<file path="src/rtl/bram_if_pkg.sv">
// Shared widths and FSM state encoding for the trig/done BRAM responder.
package bram_if_pkg;

  localparam int DEFAULT_ADDR_W     = 13;
  localparam int DEFAULT_DATA_W     = 32;
  localparam int DEFAULT_RD_LATENCY = 1;

  typedef enum logic [2:0] {
    IDLE,
    RD_ISSUE,
    RD_WAIT,
    RD_DONE,
    WR_ISSUE,
    WR_DONE
  } state_t;

endpackage

</file>
<file path="src/rtl/bram_rd_pipe.sv">
// Valid shift register that tracks one BRAM read through the RAM latency.
module bram_rd_pipe #(
  parameter int RD_LATENCY = 1
) (
  input  logic i_clk,
  input  logic i_rst,
  input  logic i_start,
  output logic o_capture
);

  logic [RD_LATENCY-1:0] valid_q;
  logic [RD_LATENCY-1:0] valid_d;

  always_comb begin
    valid_d    = valid_q;
    valid_d[0] = i_start;
    for (int i = 1; i < RD_LATENCY; i++) begin
      valid_d[i] = valid_q[i-1];
    end
  end

  always_ff @(posedge i_clk or posedge i_rst) begin
    if (i_rst) begin
      valid_q <= '0;
    end else begin
      valid_q <= valid_d;
    end
  end

  assign o_capture = valid_q[RD_LATENCY-1];

endmodule

</file>
<file path="src/rtl/bram_access_responder.sv">
// Serialises one read and one write trig/done request onto a single-port BRAM.
module bram_access_responder
  import bram_if_pkg::*;
#(
  parameter int ADDR_W     = DEFAULT_ADDR_W,
  parameter int DATA_W     = DEFAULT_DATA_W,
  parameter int RD_LATENCY = DEFAULT_RD_LATENCY
) (
  input  logic              i_clk,
  input  logic              i_rst,
  input  logic [ADDR_W-1:0] i_rd_addr,
  input  logic              i_rd_trig,
  output logic [DATA_W-1:0] o_rd_data,
  output logic              o_rd_done,
  input  logic [ADDR_W-1:0] i_wr_addr,
  input  logic [DATA_W-1:0] i_wr_data,
  input  logic              i_wr_trig,
  output logic              o_wr_done,
  output logic              o_bram_en,
  output logic              o_bram_we,
  output logic [ADDR_W-1:0] o_bram_addr,
  output logic [DATA_W-1:0] o_bram_wdata,
  input  logic [DATA_W-1:0] i_bram_rdata,
  output logic              o_busy
);

  state_t            state_q, state_d;
  logic [ADDR_W-1:0] addr_q, addr_d;
  logic [DATA_W-1:0] wdata_q, wdata_d;
  logic [DATA_W-1:0] rd_data_q, rd_data_d;
  logic              rd_done_pre_q, rd_done_pre_d;
  logic              wr_done_pre_q, wr_done_pre_d;
  logic              rd_capture;

  bram_rd_pipe #(
    .RD_LATENCY (RD_LATENCY)
  ) u_rd_pipe (
    .i_clk     (i_clk),
    .i_rst     (i_rst),
    .i_start   (state_q == RD_ISSUE),
    .o_capture (rd_capture)
  );

  always_ff @(posedge i_clk or posedge i_rst) begin
    if (i_rst) begin
      state_q       <= IDLE;
      addr_q        <= '0;
      wdata_q       <= '0;
      rd_data_q     <= '0;
      rd_done_pre_q <= 1'b0;
      wr_done_pre_q <= 1'b0;
    end else begin
      state_q       <= state_d;
      addr_q        <= addr_d;
      wdata_q       <= wdata_d;
      rd_data_q     <= rd_data_d;
      rd_done_pre_q <= rd_done_pre_d;
      wr_done_pre_q <= wr_done_pre_d;
    end
  end

  // Write wins a tie; a still-high read trig is picked up once back in IDLE.
  always_comb begin
    state_d       = state_q;
    addr_d        = addr_q;
    wdata_d       = wdata_q;
    rd_data_d     = rd_data_q;
    rd_done_pre_d = rd_done_pre_q;
    wr_done_pre_d = wr_done_pre_q;
    case (state_q)
      IDLE: begin
        if (i_wr_trig) begin
          addr_d  = i_wr_addr;
          wdata_d = i_wr_data;
          state_d = WR_ISSUE;
        end else if (i_rd_trig) begin
          addr_d  = i_rd_addr;
          state_d = RD_ISSUE;
        end
      end
      RD_ISSUE: state_d = RD_WAIT;
      RD_WAIT: begin
        if (rd_capture) begin
          rd_data_d     = i_bram_rdata;
          rd_done_pre_d = 1'b1;
          state_d       = RD_DONE;
        end
      end
      RD_DONE: begin
        if (!i_rd_trig) begin
          rd_done_pre_d = 1'b0;
          state_d       = IDLE;
        end
      end
      WR_ISSUE: begin
        wr_done_pre_d = 1'b1;
        state_d       = WR_DONE;
      end
      WR_DONE: begin
        if (!i_wr_trig) begin
          wr_done_pre_d = 1'b0;
          state_d       = IDLE;
        end
      end
      default: state_d = IDLE;
    endcase
  end

  always_comb begin
    o_bram_en = (state_q == RD_ISSUE) || (state_q == WR_ISSUE);
    o_bram_we = (state_q == WR_ISSUE);
    o_busy    = (state_q != IDLE);
  end

  // Done follows trig combinationally so an aborted request never shows a pulse.
  assign o_rd_done    = rd_done_pre_q & i_rd_trig;
  assign o_wr_done    = wr_done_pre_q & i_wr_trig;
  assign o_rd_data    = rd_data_q;
  assign o_bram_addr  = addr_q;
  assign o_bram_wdata = wdata_q;

endmodule

</file>
<file path="config.mk">
export PLATFORM = sky130hd
export DESIGN_NAME = bram_access_responder
export DESIGN_NICKNAME = d
export VERILOG_FILES = /design/src/rtl/bram_if_pkg.sv /design/src/rtl/bram_rd_pipe.sv /design/src/rtl/bram_access_responder.sv
export SDC_FILE = /design/constraint.sdc
export NUM_CORES = 1
export LEC_CHECK = 0
export CORE_UTILIZATION = 43
export DETAILED_ROUTE_END_ITERATION = 12
export GPL_TIMING_DRIVEN = 0
export PLACE_DENSITY_LB_ADDON = 0.25
export SLEW_MARGIN = 20
export SYNTH_ARGS = -nofsm -noshare
export SYNTH_HDL_FRONTEND = slang
export SYNTH_SLANG_ARGS = --single-unit
</file>
<file path="constraint.sdc">
create_clock -name i_clk -period 4.3 [get_ports i_clk]
set_clock_uncertainty 0.2 [all_clocks]
set_input_delay 0.43 -clock i_clk [delete_from_list [all_inputs] [get_ports i_clk]]
set_output_delay 0.43 -clock i_clk [all_outputs]
set_load 0.01 [all_outputs]
</file>
After elaboration in Yosys (flattened, before gate mapping) --
Index checks and enable logic that the tools add are counted. Widths: inputs -> output; s select.
Word-level totals: register bits after elaboration 83, logic and storage cells 43
Operators by class: equality and inequality tests 9, muxes and demuxes 13, bitwise logic cells 2, reduce and logical (&&, ||, !) cells 12
Operators with widths (number):
- $mux 13 | 2
- $pmux 3 s6 | 1
- $mux 3 | 5
- $reduce_and 2->1 | 4
- $eq 3x2->1 const B | 2
- $eq 3x3->1 const B | 2
- $reduce_bool 2->1 | 3
- $ne 2x2->1 const B | 2
- $pmux 1 s2 | 2
- $reduce_and 4->1 | 1
- $eq 3x1->1 const B | 1
- $logic_not 3->1 | 1
- $mux 1 | 3
- $ne 3x3->1 const B | 1
- $reduce_and 3->1 | 1
- $reduce_bool 3->1 | 1
- $and 1x1->1 | 2
- $ne 2x1->1 const B | 1
- $logic_or 1x1->1 | 1

Longest topological paths before layout --
word-level depth 3, depth in mapped cells 5

Modules after synthesis --
Synthesis repeated with hierarchy kept, for this count alone.
Second synthesis, totals: cell total of the unflattened synthesis 216, area total of the unflattened synthesis 3440.8 µm²
By module, submodules not included:
- bram_access_responder | times used 1, cells each 214, area each 3412.0 µm², seq. area each 2052.0 µm²
- bram_rd_pipe | times used 1, cells each 2, area each 28.8 µm², seq. area each 25.0 µm²

Worst setup path after synthesis --
OpenSTA, ideal clock, no wires.
path kind reg-to-reg, from reg state_q[1], to reg addr_q[0], in the netlist o_bram_addr[0], setup time 0.125 ns, arrival time 1.533 ns, setup slack 2.442 ns, stages on the path, launching flop included 6, buffers on the path 2, clock period less this slack 1.858 ns, cells stage by stage dfrtp_1 > buf_6 > or3_4 > nor2_4 > buf_12 > mux2_4
Between the ends: cells in the longest elaborated chain, start to end 2
Ends and longest elaborated chain:
- start, declared | RTL line bram_access_responder.sv:27 | state_t state_q, state_d;
- start signal, assigned | RTL line bram_access_responder.sv:53 | state_q <= state_d;
- $logic_not 3->1 | RTL line bram_access_responder.sv:70 | case (state_q)
- $reduce_and 2->1 (no line)
- end signal, assigned | RTL line bram_access_responder.sv:54 | addr_q <= addr_d;
- end, declared | RTL line bram_access_responder.sv:28 | logic [ADDR_W-1:0] addr_q, addr_d;
Every way passes these cells. A chain may end at the register's enable or synchronous reset.

Worst setup path in the final report --
from in i_wr_trig, to out o_wr_done
Between the ends: cells in the longest elaborated chain, start to end 1
Ends and longest elaborated chain:
- start, declared | RTL line bram_access_responder.sv:17 | input logic i_wr_trig,
- $and 1x1->1 | RTL line bram_access_responder.sv:117 | assign o_wr_done = wr_done_pre_q & i_wr_trig;
- end, declared | RTL line bram_access_responder.sv:18 | output logic o_wr_done,
Every way passes these cells.

==> impl_metrics.py <==
metrics = {
    "global_routing": {
        "grt_pass1_wl_um": 12000,
        "grtUsageTotal_pct": 18.4,
        "antenna_found_initial": 0,
        "grt_max_degree": 48,
        "first_global_vias": 2517,
        "grt-ovfl-total": 0,
    },
    "cts": {
        "insertion_delay_ps": 340,
        "cts.sinks": 83,
        "h-tree-depth": 3,
        "cts_buffers": 9,
        "postCtsSetupBuffers": 0,
        "ctsResizeCount": 0,
        "cts_buffer_depth": 2,
        "clk_pin_slew_ps": 90,
        "root_buffer": "clkbuf_8",
        "cts_tree": "done",
        "hold_buffers": 0,
    },
    "routing": {
        "wl_met3_um": 688,
        "routedWlPerCell_um": 14.5,
        "avgViaCountPerCell": 4.78,
        "routed_wl_um": 7360,
        "initialDrtViolationCount": 20,
        "highest_layer": "met4",
        "drc_errors": 0,
        "dr.pass1.iters": 4,
        "met1_length_um": 3100,
        "vias": 2427,
        "ant_nets": 0,
        "wl_met2_um": 3410,
    },
    "floorplanning": {
        "die_y_um": 91.4,
        "num_rows": 32,
        "core_um2": 7730,
        "pin_count": 176,
        "dieArea_um2": 8350,
        "start_util_pct": 44.5,
        "die-width_um": 91.4,
    },
    "worst_setup_path": {
        "critPathCapture": "o_wr_done",
        "crit_chain": "buf_2 -> buf_1 -> and2_1 -> clkdlybuf4s50_1",
        "cp.depth": 4,
        "cpLargestDelayFamily": "buffers and inverters",
        "endpoint_kind": "output pin",
        "crit_type": "input port to output pin",
        "timing.rr.start": "state_q[2]",
        "required_ps": 3670,
        "arrival_ps": 1800,
        "rrSetupSlack_ps": 2310,
        "slowest_delay_ps": 550,
        "rr_worst_depth": 4,
        "rr_endpoint": "o_rd_data[22]",
        "critPathMaxFanout": 10,
        "path_buf_inv": 3,
        "cp-startpoint": "i_wr_trig",
        "start_kind": "input port",
        "cpMaxStageDelayCell": "clkdlybuf4s50_1",
    },
    "timing": {
        "rsz0062_at_grt": "false",
        "fmax_mhz": 411,
        "tightest_slew_ps": 576,
        "hold_viol": 0,
        "relSlewSlack_pct": 61.6,
        "setup_viol": 0,
        "fin_crit_sh_pct": 56.6,
        "slew_violations": 0,
        "whs_ps": 284,
        "timing.setup.tns_ps": 0,
        "post-route-min-period_ps": 2430,
    },
    "logic_synthesis": {
        "ys_seq_area_share_pct": 60.4,
        "synth_largest_area_cell": "dfrtp_1",
        "syn-mean-instance-area_um2": 16.0,
        "async_flop_share_pct": 100,
        "synthAdderAreaFrac_pct": 0.291,
        "syn_nets": 309,
        "synth_top_area_share_pct": 60.4,
        "syn-instance-count": 215,
        "synth_ff_type": "dfrtp_1",
        "yosys_warnings": 0,
        "synth_edf_count": 0,
        "synth_top_family_by_area": "multiplexers",
        "synthSimpleGateAreaFrac_pct": 3.46,
        "synthTopCellsByArea": "dfrtp_1, mux2_2, mux2_4",
        "ys_ff_latch": 83,
        "netlist_area_um2": 3440,
        "yosysUniqueCellTypes": 26,
        "muxShareOfSynthArea_pct": 30.9,
        "synth_xor_xnor_area_share_pct": 0,
        "synth_compound_area_share_pct": 1.24,
    },
    "power_and_ir_drop": {
        "peakVddDrop_mv": 0.343,
        "p_per_area_nw_per_um2": 663,
        "p_leak_nw": 2.32,
    },
    "hold_path": {
        "hp-class": "input port to async pin",
    },
    "cells_and_area": {
        "fin_nets": 495,
        "syn_to_final_growth_pct": 60.2,
        "fillers": 525,
        "drive_above_1_share_pct": 29.3,
        "n_antenna_cell": 0,
    },
    "placed_design": {
        "routabilityCongestion": 0.724,
        "dp_hpwl_um": 5550,
        "io_buffers": 174,
    },
    "run": {
        "maxCapViolCount": 0,
    },
    "run_status": {
        "outcome": "complete, no violations",
    },
}
through the flow:
step                      total power [mW]  instances  utilization (%)  cell area (µm²)  setup slack (ps)
after global routing                  3.86        508             71.2             5510              1750
after floorplan                       2.22        215                -             3440              1530
after detailed placement              3.18        492             69.0             5330              1830
final                                 3.65        508             71.2             5510              1870
after CTS                             3.70        508             71.2             5510              1830
after global placement                3.13        491             68.7             5310               216
how the worst min path moves through the flow:
stage,slack (ps),end,from,depth (start not counted)
3_3_place_gp,270,o_bram_wdata[1],o_bram_wdata[1],1
5_1_grt,320,o_bram_wdata[23],o_bram_wdata[23],1
2_1_floorplan,250,wr_done_pre_q,wr_done_pre_q,2
3_5_place_dp,280,o_bram_wdata[23],o_bram_wdata[23],1
6_report,280,o_bram_wdata[13],i_rst,2
4_1_cts,300,o_bram_wdata[13],i_rst,2
cell usage in the layout (no fill, tap or decap), drive strengths merged:
master and n:
clkdlybuf4s50 174, mux2 90, dfrtp 83, buf 12
clkbuf 9, nor2 7, inv 6, nand2 4
clkinv 4, o21ai 3, and2 2, nand2b 1
nor3b 1, or3 1, maj3 1, o31ai 1
a31oi 1, nor2b 1, a21oi 1, mux2i 1
o32ai 1, nor3 1, clkinvlp 1
cells by family after synthesis:
logic type,count (synthesis)
mux,91
flops,83
simple gates,18
buf+inv,15
compound gates,7
fa+ha+maj,1
power breakdown:
part | internal [mW] | switching [mW]
clock | 0.214 | 0.287
combinational | 1.17 | 0.632
sequential | 1.16 | 0.186
layout make-up:
cell class / instances / area (µm²) / share of cell area [%]
tap: 102 / 128 / 2.32
buffer: 11 / 113 / 2.05
sequential: 83 / 2080 / 37.7
multi-input combinational: 117 / 1230 / 22.4
timing repair buffer: 175 / 1760 / 32.0
clock buffer: 9 / 124 / 2.25
inverter: 4 / 17.5 / 0.318
clock inverter: 7 / 52.6 / 0.955
state kept, by name (all words and copies together), names as in the netlist:
register             flops
o_bram_addr             13
o_bram_wdata            32
wr_done_pre_q            1
o_rd_data               32
state_q                  3
u_rd_pipe.o_capture      1
rd_done_pre_q            1
routing by layer:
metal | up-vias | global-route usage (%)
met1 | 1163 | 22.2
met4 | 0 | 8.33
met3 | 14 | 5.86
met2 | 120 | 30.1
met5 | - | 0
li1 | 1130 | -
synthesized netlist by cell type, drive strengths merged, types with 2 or more instances:
library cell / number
and2: 2
buf: 11
dfrtp: 83
inv: 4
mux2: 90
nand2: 4
nor2: 7
o21ai: 3
(Power assumes the default switching activity.)
